### src/rtl/scaler_h_mc.sv
// scaler_h_mc: multi-channel horizontal down-scaler with linear interpolation.
// Define SCALER_H_MC_ROUND_EN to round the interpolated result; otherwise it truncates.
module scaler_h_mc #(
    parameter int PIXEL_WIDTH   = 8,
    parameter int CHANNEL_COUNT = 3,
    parameter int PIXEL_STEP    = 128,
    parameter int COE_WIDTH     = 8,
    parameter int LINE_W_WIDTH  = 13
) (
    input  logic                                 clk,
    input  logic                                 rst_n,
    input  logic [15:0]                          h_scale_step,
    input  logic [LINE_W_WIDTH-1:0]              h_size_i,
    input  logic [PIXEL_WIDTH*CHANNEL_COUNT-1:0] di_i,
    input  logic                                 de_i,
    input  logic                                 hs_i,
    input  logic                                 vs_i,
    output logic [PIXEL_WIDTH*CHANNEL_COUNT-1:0] do_o,
    output logic                                 de_o,
    output logic                                 hs_o,
    output logic                                 vs_o
);

    localparam int FRAC_W = $clog2(PIXEL_STEP);
    localparam int DW     = PIXEL_WIDTH * CHANNEL_COUNT;
    localparam int POS_W  = (((LINE_W_WIDTH + FRAC_W) > 16) ? (LINE_W_WIDTH + FRAC_W) : 16) + 1;
    localparam int IP_W   = POS_W - FRAC_W;
    localparam int WGT_W  = COE_WIDTH + 1;
    localparam int PROD_W = PIXEL_WIDTH + WGT_W;
    localparam int SUM_W  = PROD_W + 1;

    localparam logic [15:0]       STEP_MIN = 16'(PIXEL_STEP);
    localparam logic [WGT_W-1:0]  WGT_ONE  = WGT_W'(1) << COE_WIDTH;
`ifdef SCALER_H_MC_ROUND_EN
    localparam logic [SUM_W-1:0]  RND      = SUM_W'(1) << (COE_WIDTH - 1);
`else
    localparam logic [SUM_W-1:0]  RND      = '0;
`endif

    typedef enum logic [1:0] {
        ST_IDLE  = 2'd0,
        ST_LINE  = 2'd1,
        ST_FLUSH = 2'd2
    } state_t;

    state_t                  state_q, state_d;
    logic [15:0]             step_q, step_d;
    logic [LINE_W_WIDTH-1:0] w_q, w_d;
    logic [LINE_W_WIDTH-1:0] n_q, n_d;
    logic [POS_W-1:0]        pos_q, pos_d;
    logic [DW-1:0]           cur_q, cur_d;

    logic                    emit;
    logic [DW-1:0]           emit_a;
    logic [DW-1:0]           emit_b;
    logic [FRAC_W-1:0]       emit_frac;
    logic [COE_WIDTH-1:0]    emit_coe;

    logic [IP_W-1:0]         ip;
    logic [FRAC_W-1:0]       frac;

    assign ip   = pos_q[POS_W-1:FRAC_W];
    assign frac = pos_q[FRAC_W-1:0];

    // Fractional position rescaled to the coefficient width.
    generate
        if (COE_WIDTH >= FRAC_W) begin : g_coe_up
            assign emit_coe = COE_WIDTH'(emit_frac) << (COE_WIDTH - FRAC_W);
        end else begin : g_coe_down
            assign emit_coe = COE_WIDTH'(emit_frac >> (FRAC_W - COE_WIDTH));
        end
    endgenerate

    // hs_i restarts the line from any state, dropping any pending flush output.
    always_comb begin
        state_d   = state_q;
        step_d    = step_q;
        w_d       = w_q;
        n_d       = n_q;
        pos_d     = pos_q;
        cur_d     = cur_q;
        emit      = 1'b0;
        emit_a    = cur_q;
        emit_b    = cur_q;
        emit_frac = frac;

        if (hs_i) begin
            state_d = ST_LINE;
            step_d  = (h_scale_step < STEP_MIN) ? STEP_MIN : h_scale_step;
            w_d     = h_size_i;
            n_d     = '0;
            pos_d   = '0;
        end else begin
            case (state_q)
                ST_LINE: begin
                    if (de_i) begin
                        cur_d = di_i;
                        // cur_q still holds the previous pixel, so it is the left tap.
                        if ((n_q != '0) && (ip == (IP_W'(n_q) - IP_W'(1)))) begin
                            emit   = 1'b1;
                            emit_b = di_i;
                            pos_d  = pos_q + POS_W'(step_q);
                        end
                        n_d = n_q + LINE_W_WIDTH'(1);
                        if (n_q == (w_q - LINE_W_WIDTH'(1))) begin
                            state_d = ST_FLUSH;
                        end
                    end
                end
                ST_FLUSH: begin
                    if (ip == (IP_W'(w_q) - IP_W'(1))) begin
                        emit  = 1'b1;
                        pos_d = pos_q + POS_W'(step_q);
                    end
                    state_d = ST_IDLE;
                end
                default: begin
                end
            endcase
        end
    end

    always_ff @(posedge clk) begin
        if (!rst_n) begin
            state_q <= ST_IDLE;
            step_q  <= STEP_MIN;
            w_q     <= '0;
            n_q     <= '0;
            pos_q   <= '0;
            cur_q   <= '0;
        end else begin
            state_q <= state_d;
            step_q  <= step_d;
            w_q     <= w_d;
            n_q     <= n_d;
            pos_q   <= pos_d;
            cur_q   <= cur_d;
        end
    end

    // Stage 1: registered emit decision with both taps and the coefficient.
    logic                 v1_q;
    logic [DW-1:0]        a1_q;
    logic [DW-1:0]        b1_q;
    logic [COE_WIDTH-1:0] c1_q;

    always_ff @(posedge clk) begin
        if (!rst_n) begin
            v1_q <= 1'b0;
            a1_q <= '0;
            b1_q <= '0;
            c1_q <= '0;
        end else begin
            v1_q <= emit;
            if (emit) begin
                a1_q <= emit_a;
                b1_q <= emit_b;
                c1_q <= emit_coe;
            end
        end
    end

    // Stage 2: full-width products, all channels sharing one coefficient.
    logic [WGT_W-1:0]  wgt_a;
    logic [WGT_W-1:0]  wgt_b;
    logic              v2_q;
    logic [PROD_W-1:0] m0_q [CHANNEL_COUNT];
    logic [PROD_W-1:0] m1_q [CHANNEL_COUNT];

    assign wgt_b = {1'b0, c1_q};
    assign wgt_a = WGT_ONE - wgt_b;

    always_ff @(posedge clk) begin
        if (!rst_n) begin
            v2_q <= 1'b0;
            for (int k = 0; k < CHANNEL_COUNT; k++) begin
                m0_q[k] <= '0;
                m1_q[k] <= '0;
            end
        end else begin
            v2_q <= v1_q;
            if (v1_q) begin
                for (int k = 0; k < CHANNEL_COUNT; k++) begin
                    m0_q[k] <= PROD_W'(a1_q[k*PIXEL_WIDTH +: PIXEL_WIDTH]) * PROD_W'(wgt_a);
                    m1_q[k] <= PROD_W'(b1_q[k*PIXEL_WIDTH +: PIXEL_WIDTH]) * PROD_W'(wgt_b);
                end
            end
        end
    end

    // Stage 3: sum, optional rounding, shift and saturate.
    logic [SUM_W-1:0] sum_c [CHANNEL_COUNT];
    logic [SUM_W-1:0] shr_c [CHANNEL_COUNT];
    logic [DW-1:0]    res_d;
    logic [DW-1:0]    do_q;
    logic             de_q;

    always_comb begin
        res_d = '0;
        for (int k = 0; k < CHANNEL_COUNT; k++) begin
            sum_c[k] = SUM_W'(m0_q[k]) + SUM_W'(m1_q[k]) + RND;
            shr_c[k] = sum_c[k] >> COE_WIDTH;
            res_d[k*PIXEL_WIDTH +: PIXEL_WIDTH] = (|shr_c[k][SUM_W-1:PIXEL_WIDTH]) ?
                {PIXEL_WIDTH{1'b1}} : shr_c[k][PIXEL_WIDTH-1:0];
        end
    end

    always_ff @(posedge clk) begin
        if (!rst_n) begin
            do_q <= '0;
            de_q <= 1'b0;
        end else begin
            de_q <= v2_q;
            if (v2_q) begin
                do_q <= res_d;
            end
        end
    end

    // Sync pipes match the three datapath stages.
    logic [2:0] hs_pipe_q;
    logic [2:0] vs_pipe_q;

    always_ff @(posedge clk) begin
        if (!rst_n) begin
            hs_pipe_q <= '0;
            vs_pipe_q <= '0;
        end else begin
            hs_pipe_q <= {hs_pipe_q[1:0], hs_i};
            vs_pipe_q <= {vs_pipe_q[1:0], vs_i};
        end
    end

    assign do_o = do_q;
    assign de_o = de_q;
    assign hs_o = hs_pipe_q[2];
    assign vs_o = vs_pipe_q[2];

endmodule

### config.mk
export PLATFORM = sky130hd
export DESIGN_NAME = scaler_h_mc
export DESIGN_NICKNAME = d
export VERILOG_FILES = /design/src/rtl/scaler_h_mc.sv
export SDC_FILE = /design/constraint.sdc
export NUM_CORES = 1
export LEC_CHECK = 0
export ABC_AREA = 1
export CORE_MARGIN = 10
export CORE_UTILIZATION = 60
export CTS_CLUSTER_DIAMETER = 80
export CTS_CLUSTER_SIZE = 12
export DETAILED_ROUTE_END_ITERATION = 7
export PLACE_DENSITY = 0.78
export SLEW_MARGIN = 20
export SYNTH_ARGS = -nofsm -noshare
export SYNTH_HDL_FRONTEND = slang
export SYNTH_SLANG_ARGS = --single-unit
### constraint.sdc
create_clock -name clk -period 15.6 [get_ports clk]
set_input_delay 3.12 -clock clk [delete_from_list [all_inputs] [get_ports clk]]
set_output_delay 3.12 -clock clk [all_outputs]
set_load 0.02 [all_outputs]
Yosys cells after proc, flatten, opt, wreduce, memory -nomap -nowiden
Memory sizes are Yosys's and may differ from the RTL's.
Index checks and enable logic that the tools add are counted.
{ "classes": {"muxes": 31, "n_lt_le_gt_ge": 1, "mul": 6, "bitwise_logic": 8, "n_shift": 0, "addsub": 9, "n_reduce_logical": 13, "eq_ne": 11, "div_mod_pow": 0} }
{ "op_table": {"columns": ["operator", "n"], "rows": [
  ["two-way mux 24 bit", 4],
  ["two-way mux 21 bit", 3],
  ["adder 17 x 17 -> 18 bit", 3],
  ["multiplier 8 x 9 -> 17 bit", 3],
  ["two-way mux 17 bit", 3],
  ["multiplier 8 x 7 -> 15 bit", 3],
  ["two-way mux 15 bit", 3],
  ["case mux 21 bit (2 select lines)", 1],
  ["equality test 14 bit", 2],
  ["subtractor 13 x 1 -> 14 bit, second input constant", 2],
  ["two-way mux 8 bit", 3],
  ["adder 21 x 16 -> 21 bit", 1],
  ["less-than comparator 16 x 8 -> 1 bit, second input constant", 1],
  ["two-way mux 16 bit", 1],
  ["adder 13 x 1 -> 13 bit, second input constant", 1],
  ["equality test 13 bit", 1],
  ["nonzero test 13 bit", 1],
  ["subtractor 13 x 1 -> 13 bit, second input constant", 1],
  ["two-way mux 1 bit", 9],
  ["AND reduction 3 bit", 3],
  ["subtractor 9 x 8 -> 9 bit, first input constant", 1],
  ["inequality test 2 bit, second input constant", 4],
  ["OR reduction 2 bit", 4],
  ["inequality test 3 bit, second input constant", 2],
  ["other kinds (12)", 19]
]} }
{ "totals": {"mem_count": 2, "latch_bits": 0, "reg_bits": 177, "word_cells": 97, "mem_bits_rw": 96, "romBits": 0, "inputBits": 58} }
{ "mem_list": {"columns": ["memory", "words", "width", "read_ports", "rd_clocked_by_memory_dff", "write_ports", "line_no", "rtl"], "rows": [
  ["m0_q", 3, 17, 3, 0, 3, "167", "logic [PROD_W-1:0] m0_q [CHANNEL_COUNT];"],
  ["m1_q", 3, 15, 3, 0, 3, "168", "logic [PROD_W-1:0] m1_q [CHANNEL_COUNT];"]
]} }

Longest topological paths before layout
Gate-level depths: netlist of run 1.
{ "depth": {"word_depth": 7, "depth_mapped": 26} }

Least setup slack after synthesis of run 1
No wires, ideal clock.
{ "synth_path": {"kind": "reg2reg", "startpoint": "register c1_q[1]", "endpoint": "memory m0_q[0][16] (netlist bit), data pin", "path_slack_ps": 10450, "setup_time_ps": 260, "arrival_time_ps": 4890, "synth_period_minus_slack_ps": 5150, "n_path_buf": 2, "stages_incl_launch_ff": 26, "cell_sequence": "dfxtp_1 > clkbuf_1 > inv_1 > ha_1 > nand4_1 > nor2_1 > xor2_1 > clkbuf_1 > nor2_1 > fa_1 > fa_1 > fa_1 > inv_1 > fa_1 > inv_1 > ha_1 > a21oi_1 > o21ai_0 > a21oi_1 > nor3_1 > nor2_1 > o21bai_1 > nand2_1 > nand2_1 > o21ai_0 > a21oi_1"} }
{ "synth_lines": {"columns": ["element", "line_no", "rtl"], "rows": [
  ["start: declaration", "145", "logic [COE_WIDTH-1:0] c1_q;"],
  ["start signal: assignment", "158", "c1_q <= emit_coe;"],
  ["end: declaration", "167", null]
]} }

==> reports/metrics.cfg, run 1 <==
[routing]
dr.pass1.iters=6
vias=21949
routed_wl_mm=66.7
antenna_left=0
wl_per_cell_um=16.6
vias_per_cell=5.46
drt_iter0_markers=1852
drc=0

[yosys]
netlist_area_mm2=0.0256
synth_xor_area_share_pct=2.41
synth.area.mux_share_pct=0
synth-compound-area-share_pct=11.4
synthCells=3457
synth_top_area_share_pct=15.3
synth_largest_area_cell=fa_1
syn-num-nets=3982
synth_top_flop_cell=dfxtp_1
async_flop_share_pct=0
synthAdderAreaFrac_pct=28.5
ys_warn_count=0
synth.most_common_cell=nand2_1
synthDistinctLibCells=52
synth_seq_cells=270
yosys.area_share.simple_pct=21.0
synthTopCellsByArea=fa_1 (15%), dfxtp_1 (14%), ha_1 (13%), edfxtp_1 (11%), nand2_1 (10%)
synth_area_per_cell_um2=7.42
synth_top_family_by_area=adder cells
ys_seq_area_share_pct=24.7
synthTopCellsByCount=nand2_1 (699), inv_1 (667), nor2_1 (420)
synth_edf_count=93

[die]
die_area_mm2=0.0514
num_io_pins=85
start_util_pct=60.9
chipHeight_um=227
core_area_mm2=0.0421
num_rows=75
die_w_um=227

[clock_network]
insertion_delay_ps=580
clkTransAtPathRegs_ps=60
ctsHtreeMaxLevel=1
clockRootBuffer=clkbuf_16
clock_path_buffers=3
cts_setup_buffers=0
cts_tree=done
cts.sinks=270
numCtsBuffers=28
cts_resized=0
ctsHoldBuffers=0

[setup_path]
critPathKind=reg2reg
ff2ff_path_depth=21
arrival_ps=6650
startpoint_type=register
path_depth=21
slowest_stage=clkinv_1
critPathMaxStageDelay_ps=710
worstPathCellList=buf_4, nor3_1, inv_1, nor2_1, clkinv_1, nor2_1, fa_1, fa_1, fa_1, inv_1, fa_1, inv_1, ha_1, nand2_1, o21ai_0, a21oi_1, inv_1, a21oi_1, o21ba_2, o21ai_0, a21oi_1
worst-path-max-fanout=45
crit_family=adder cells
crit_buf_inv=6
end_kind=register
critPathRequiredTime_ps=15920

[final_layout]
utilization_pct=65.4
fin_nets=3994
antenna_cells=0
drive_gt1_share_pct=2.78
fillers=3715
syn_to_final_growth_pct=7.51
design_area_mm2=0.0276
fin_cells=4023

[timing]
holdWs_ps=421
drv_slew=0
fmax_mhz=158
tightest_slew_ps=1010
period_minus_slack_ps=6330
rsz0062_at_grt=no
setup_ws_ps=9270
final.setup_skew_ps=17.2
setup_tns_ps=0
period_share_pct=40.6
hold_viol=0
finalSetupViolations=0
relSlewSlack_pct=32.8

[global_route]
antenna_found_initial=0
grt_max_degree=100
grtUsageTotal_pct=26.4
grt_overflow=0
grt_pass1_wl_mm=110
first_global_vias=21640

[status]
status=complete, no violations

[placed_design]
port_buffers=84
post_dp_cell_area_mm2=0.0268
dp.cells=3978
post-place-ws_ps=9340
routabilityCongestion=0.986
post-dp-hpwl_mm=52.7

[power_and_ir_drop]
power.share.clock_pct=40.8
vdd_drop_max_mv=0.0791
power.switching_mw=0.404
p_leak_nw=14.4
p_int_mw=1.15
power.total_mw=1.55
swShare_pct=26.0
power.share.sequential_pct=49.0
pwr-share-comb_pct=10.2
power.density_mw_per_mm2=56.3

[flow_run]
drv_cap=0

[worst_hold_path]
hold_depth=2
hold_path_class=reg2reg

## power groups by stage
stage	Sequential, mW	Clock, mW	Combinational, mW
2_1_floorplan	0.769	0	0.110
3_3_place_gp	0.775	0	0.153
3_5_place_dp	0.775	0	0.156
4_1_cts	0.760	0.642	0.157
5_1_grt	0.761	0.671	0.177
6_report	0.760	0.633	0.158
## worst min-delay path, cell delays in order (launching register included)
cell,delay [ps]
dfxtp_1,300
nand2_1,50
inv_1,40
## layer usage
| layer | track usage [%] | up-vias | part of all wire, % |
|---|---|---|---|
| li1 | - | 10875 | - |
| met1 | 35.5 | 10245 | 44 |
| met2 | 42.9 | 699 | 46 |
| met3 | 4.01 | 130 | 6.7 |
| met5 | 0 | - | 0 |
| met4 | 8.66 | 0 | 3.3 |
## registers in the layout, indices dropped and copies added, names as in the netlist
register / cells
a1_q: 24
b1_q: 24
c1_q: 7
cur_q: 24
de_o: 1
do_o: 24
hs_pipe_q: 3
m0_q: 48
m1_q: 45
n_q: 13
pos_q: 21
state_q: 2
step_q: 16
v1_q: 1
v2_q: 1
vs_pipe_q: 3
w_q: 13
## cells by family (layout without fill, tap and decap cells)
kind of cell / Yosys count / count (layout)
flops: 270 / 270
compound gates: 539 / 539
xor+xnor: 69 / 69
simple gates: 1319 / 1319
buf+inv: 793 / 820
fa+ha+maj: 467 / 467
## worst paths after layout
path	endpoint	start	slack [ps]
max	m0_q[0][30]$_SDFFCE_PN0P_	c1_q[1]$_SDFFE_PN0P_	9270
min	vs_pipe_q[1]$_SDFF_PN0_	vs_pipe_q[0]$_SDFF_PN0_	420
max reg2reg	m0_q[0][30]$_SDFFCE_PN0P_	c1_q[1]$_SDFFE_PN0P_	9270
min reg2reg	vs_pipe_q[1]$_SDFF_PN0_	vs_pipe_q[0]$_SDFF_PN0_	420
## layout by cell type, fill, tap and decap left out, types with 29 or more instances in the layout
cell               n
inv_1            667
dfxtp_1          177
nand3_1           90
xor2_1            46
nand4_1           37
edfxtp_1          93
clkdlybuf4s50_1   83
nor2_1           419
o21ai_0          204
ha_1             271
nand2_1          699
fa_1             196
a21oi_1          226
clkbuf_16         29
## area by class of cell
cell class                      count  area, um2  area share [%]
Sequential cell                   270       6340            23.0
Timing Repair Buffer              100        958            3.48
Multi-Input combinational cell   2394      16300            59.0
Tap cell                          539        674            2.45
Clock buffer                       40        777            2.82
Inverter                          675       2530            9.19
Clock inverter                      5       33.8           0.123
(Power assumes the default switching activity.)
==> run 2: changes to the inputs <==
--- a/config.mk
+++ b/config.mk
@@ -7,11 +7,11 @@
 export LEC_CHECK = 0
 export ABC_AREA = 1
 export CORE_MARGIN = 10
-export CORE_UTILIZATION = 60
+export CORE_UTILIZATION = 58
 export CTS_CLUSTER_DIAMETER = 80
 export CTS_CLUSTER_SIZE = 12
 export DETAILED_ROUTE_END_ITERATION = 7
-export PLACE_DENSITY = 0.78
+export PLACE_DENSITY = 0.79
 export SLEW_MARGIN = 20
 export SYNTH_ARGS = -nofsm -noshare
 export SYNTH_HDL_FRONTEND = slang
==> constraint.sdc (replaced) <==
create_clock -name clk -period 5.4 [get_ports clk]
set_input_delay 1.08 -clock clk [delete_from_list [all_inputs] [get_ports clk]]
set_output_delay 1.08 -clock clk [all_outputs]
set_load 0.02 [all_outputs]
==> reports/metrics.cfg, run 2 (same netlist as run 1, synthesis figures left out) <==
[setup_path]
r2r_setup_slack_ps=290
end_kind=register
worst-path-max-fanout=6
critPathKind=reg2reg
startpoint_type=register
arrival_ps=5440
critPathRequiredTime_ps=5720
ff2ff_path_depth=22
r2r_start=c1_q[2]$_SDFFE_PN0P_
r2r_end=m0_q[0][30]$_SDFFCE_PN0P_

[routing]
vias_per_cell=5.34
wl_per_cell_um=14.9
antenna_left=0
vias=21850
routed_wl_mm=61.0
drc=0
dr.pass1.iters=5
drt_iter0_markers=1802

[global_route]
grt_pass1_wl_mm=103
grtUsageTotal_pct=23.2
antenna_found_initial=0
grt_overflow=0
first_global_vias=20938
grt_max_degree=72

[timing]
tightest_slew_ps=985
hold_viol=0
period_minus_slack_ps=5110
period_share_pct=94.7
final.setup_skew_ps=9.97
finalSetupViolations=0
drv_slew=0
relSlewSlack_pct=34.2
fmax_mhz=196

[clock_network]
cts_tree=done
insertion_delay_ps=580
clkTransAtPathRegs_ps=60
clock_path_buffers=3
ctsHtreeMaxLevel=1
cts.sinks=270
clockRootBuffer=clkbuf_16
numCtsBuffers=28

[worst_hold_path]
hold_path_class=reg2reg
holdCritStartpoint=hs_pipe_q[1]$_SDFF_PN0_
hold_depth=2
worstHoldEndpoint=hs_pipe_q[2]$_SDFF_PN0_

[power_and_ir_drop]
p_leak_nw=14.5
power.density_mw_per_mm2=160
vdd_drop_max_mv=0.257

[die]
die_w_um=230
chipHeight_um=230
num_io_pins=85
die_area_mm2=0.0530
core_area_mm2=0.0434
num_rows=76
start_util_pct=59.1

[final_layout]
syn_to_final_growth_pct=8.50
utilization_pct=64.2
final_common_cell=nand2_1
fin_nets=4016
top_regs=m0_q (48), m1_q (45)
fin_cells=4090
drive_gt1_share_pct=3.65
final_cell_mix=nand2_1 (699), inv_1 (666), nor2_1 (417)
largest_register_ffs=48
regMostFlops=m0_q
antenna_cells=0

[placed_design]
port_buffers=84
post-dp-hpwl_mm=47.9
dp.cells=4044
routabilityCongestion=0.958

[flow_run]
drv_cap=0

[status]
status=complete, no violations

## run 2: cell types whose count changed in the layout (fill, tap and decap cells not counted), moves of 2 or more
cell and delta:
a21oi_1 -2, nor2_2 +2, clkbuf_1 -2, a21oi_2 +2
nor2_1 -2, o21ai_0 -4, buf_4 +22, clkbuf_8 +2
o21ai_1 +4
## run 2: metrics by stage
stage               setup WS (ps)  TNS [ps]  hold slack [ps]  total power [mW]  area [um2]
detailed placement            190         0              401              2.68       27000
floorplan                     250         0              390              2.54       25600
finish                        285         0              414              4.45       27800
CTS                           146         0              416              4.49       27800
global route                -5.08     -5.21              428              4.62       27800
global placement              291         0              397              2.67       27000
## run 2: layout make-up
class	count	area (um2)
clock inverters	5	46.3
repair buffers	122	1120
clock buffers	39	772
well taps	585	732
fillers	3876	15500
multi-input cells	2394	16300
flip-flops and latches	270	6340
inverters	675	2530
## run 2: power by group
group,switching [mW],internal [mW]
clock,0.826,0.989
combinational,0.275,0.172
sequential,0.0380,2.15
total,1.14,3.31
## run 2: how the worst max path moves through the flow
stage / startpoint / end / cells after the start
final: c1_q[2]$_SDFFE_PN0P_ / m0_q[0][30]$_SDFFCE_PN0P_ / 22
after global routing: c1_q[1]$_SDFFE_PN0P_ / m0_q[0][48]$_SDFFCE_PN0P_ / 20
after CTS: c1_q[2]$_SDFFE_PN0P_ / m0_q[0][47]$_SDFFCE_PN0P_ / 21
after detailed placement: c1_q[2]$_SDFFE_PN0P_ / m0_q[0][47]$_SDFFCE_PN0P_ / 21
after global placement: c1_q[1]$_SDFFE_PN0P_ / m0_q[0][30]$_SDFFCE_PN0P_ / 22
after floorplan: c1_q[1]$_SDFFE_PN0P_ / m0_q[0][16]$_SDFFCE_PN0P_ / 25
## run 2: worst max-delay path, stage by stage, from the launching register on
cell,delay (ps)
dfxtp_1,330
inv_1,80
ha_1,200
nand4_1,150
nor2_2,150
xor2_2,270
buf_4,220
nor2_1,60
fa_1,530
fa_1,440
fa_1,570
inv_1,60
fa_1,520
inv_1,40
ha_1,330
nand2_1,80
o21ai_0,220
a21oi_1,60
inv_1,100
a21oi_1,70
o21ba_2,200
o21ai_0,130
a21oi_1,50
## run 2: per-layer routing
layer | global-route usage, % | wire length, um | part of all wire, %
met2 | 36.5 | 26400 | 43
met3 | 4.59 | 5100 | 8.4
met1 | 32.2 | 28000 | 46
met5 | 0 | 0 | 0
met4 | 5.39 | 1460 | 2.4
## run 2: repair_timing
action / 4_1_cts / 5_1_grt
resized for setup: 0 / 11
setup endpoints to repair: 0 / 6
hold buffers: 0 / 0
setup buffers: 0 / 2
==> run 3: changes to the inputs <==
--- a/config.mk
+++ b/config.mk
@@ -7,11 +7,12 @@
 export LEC_CHECK = 0
 export ABC_AREA = 1
 export CORE_MARGIN = 10
-export CORE_UTILIZATION = 58
+export CORE_UTILIZATION = 59
+export CTS_BUF_LIST = sky130_fd_sc_hd__clkbuf_4
 export CTS_CLUSTER_DIAMETER = 80
 export CTS_CLUSTER_SIZE = 12
 export DETAILED_ROUTE_END_ITERATION = 7
-export PLACE_DENSITY = 0.79
+export PLACE_DENSITY = 0.8
 export SLEW_MARGIN = 20
 export SYNTH_ARGS = -nofsm -noshare
 export SYNTH_HDL_FRONTEND = slang
==> reports/metrics.cfg, run 3 (same netlist as run 1, synthesis figures left out) <==
[clock_network]
numCtsBuffers=28
clockRootBuffer=clkbuf_4
clock_path_buffers=3
ctsHtreeMaxLevel=1
clkTransAtPathRegs_ps=130
ctsHoldBuffers=0
cts_tree=done
cts.sinks=270
insertion_delay_ps=800

[power_and_ir_drop]
pwr-share-comb_pct=11.8
vdd_drop_max_mv=0.177
power.share.sequential_pct=57.8
p_leak_nw=14.4
power.switching_mw=1.04
swShare_pct=27.4
p_int_mw=2.75
power.density_mw_per_mm2=138
power.total_mw=3.79
power.share.clock_pct=30.3

[die]
core_area_mm2=0.0430
die_w_um=228
chipHeight_um=228
die_area_mm2=0.0522
num_io_pins=85
start_util_pct=59.7
num_rows=76

[setup_path]
worst-path-max-fanout=8
critPathRequiredTime_ps=5950
crit_buf_inv=4
startpoint_type=register
critPathKind=reg2reg
slowest_stage=fa_1
critPathMaxStageDelay_ps=550
end_kind=register
crit_family=adder cells
worstPathCellList=inv_1, ha_1, nand4_1, nor2_1, xor2_2, buf_4, nor2_1, fa_1, fa_1, fa_1, inv_1, fa_1, inv_1, ha_1, a21oi_1, o21ai_0, a31oi_1, o21ai_0, o21ai_0, a21oi_1
arrival_ps=5720
crit_top_cell=fa_1

[final_layout]
largest_register_ffs=48
syn_to_final_growth_pct=6.98
fin_cells=4096
final_common_cell=nand2_1
top_regs=m0_q (48), m1_q (45)
drive_gt1_share_pct=3.93
final_cell_mix=nand2_1 (699), inv_1 (666), nor2_1 (419)
regMostFlops=m0_q
utilization_pct=63.8
design_area_mm2=0.0274
fin_nets=4020

[timing]
rsz0062_at_grt=yes
finalSetupViolations=0
relSlewSlack_pct=32.7
period_share_pct=95.6
period_minus_slack_ps=5160
drv_slew=0
fmax_mhz=194
final.setup_skew_ps=39.0
holdWs_ps=428
hold_viol=0
tightest_slew_ps=1010

[routing]
vias_per_cell=5.28
routed_wl_mm=59.9
dr.pass1.iters=8
antenna_left=0
vias=21628
drt_iter0_markers=1943
drc=0
wl_per_cell_um=14.6

[placed_design]
dp.cells=4049
routabilityCongestion=0.927
post-dp-hpwl_mm=47.3
port_buffers=84
post_dp_cell_area_mm2=0.0270

[global_route]
grtUsageTotal_pct=22.9
grt_max_degree=94
grt_pass1_wl_mm=101
grt_overflow=0
antenna_found_initial=2
first_global_vias=20713

[worst_hold_path]
hold_path_class=reg2reg

[flow_run]
drv_cap=0

[status]
status=complete, no violations

-- run 3: changes by cell type in the layout (fill, tap and decap cells not counted), sizes merged --
cell,delta
buf,+4
bufinv,+2
clkbuf,-1
clkinv,+1
clkinvlp,-1
diode,+1
-- run 3: power by group through the flow --
stage	Combinational, mW	Sequential [mW]	Clock, mW
finish	0.448	2.19	1.15
global route	0.509	2.20	1.25
CTS	0.446	2.19	1.18
detailed placement	0.443	2.23	0
global placement	0.437	2.23	0
floorplan	0.317	2.22	0
-- run 3: cell type report --
class                      instances  area, um2
clock buffer                      38        285
clock inverter                     7       92.6
antenna                            1       2.50
sequential                       270       6340
fill                            3852      15500
tap                              585        732
inverter                         675       2530
multi-input combinational       2394      16300
timing repair buffer             126       1180
-- run 3: path summary, 6_finish.rpt --
path,end,slack [ps],cells after the start,startpoint
worst max-delay path,m0_q[0][48]$_SDFFCE_PN0P_,240,20,c1_q[2]$_SDFFE_PN0P_
worst min-delay path,hs_pipe_q[2]$_SDFF_PN0_,430,2,hs_pipe_q[1]$_SDFF_PN0_
worst max register to register,m0_q[0][48]$_SDFFCE_PN0P_,240,20,c1_q[2]$_SDFFE_PN0P_
worst min register to register,hs_pipe_q[2]$_SDFF_PN0_,430,2,hs_pipe_q[1]$_SDFF_PN0_
-- run 3: tightest hold or removal path: stages (launching register included) --
cell,delay [ps]
dfxtp_1,320
nand2_1,50
inv_1,30
-- run 3: routing by layer --
metal  vias to the layer above  global-route usage, %  share of wire [%]
li1                      10933                      -                  -
met1                      9967                   31.5                 46
met2                       633                   36.1                 44
met3                        91                   4.82                7.9
met4                         4                   5.52                2.0
met5                         -                      0              0.053
-- run 3: what timing repair did --
| item | in CTS | in global routing |
|---|---|---|
| hold endpoints to repair | 0 | 0 |
| setup endpoints to repair | 0 | 6 |
| setup buffers | 0 | 1 |
| gates resized for setup | 0 | 7 |
-- run 3: metrics by stage --
stage	setup slack, ps	TNS (ps)
final	237	0
after global routing	-79.4	-178
after CTS	153	0
after detailed placement	135	0
after global placement	293	0
after floorplan	250	0
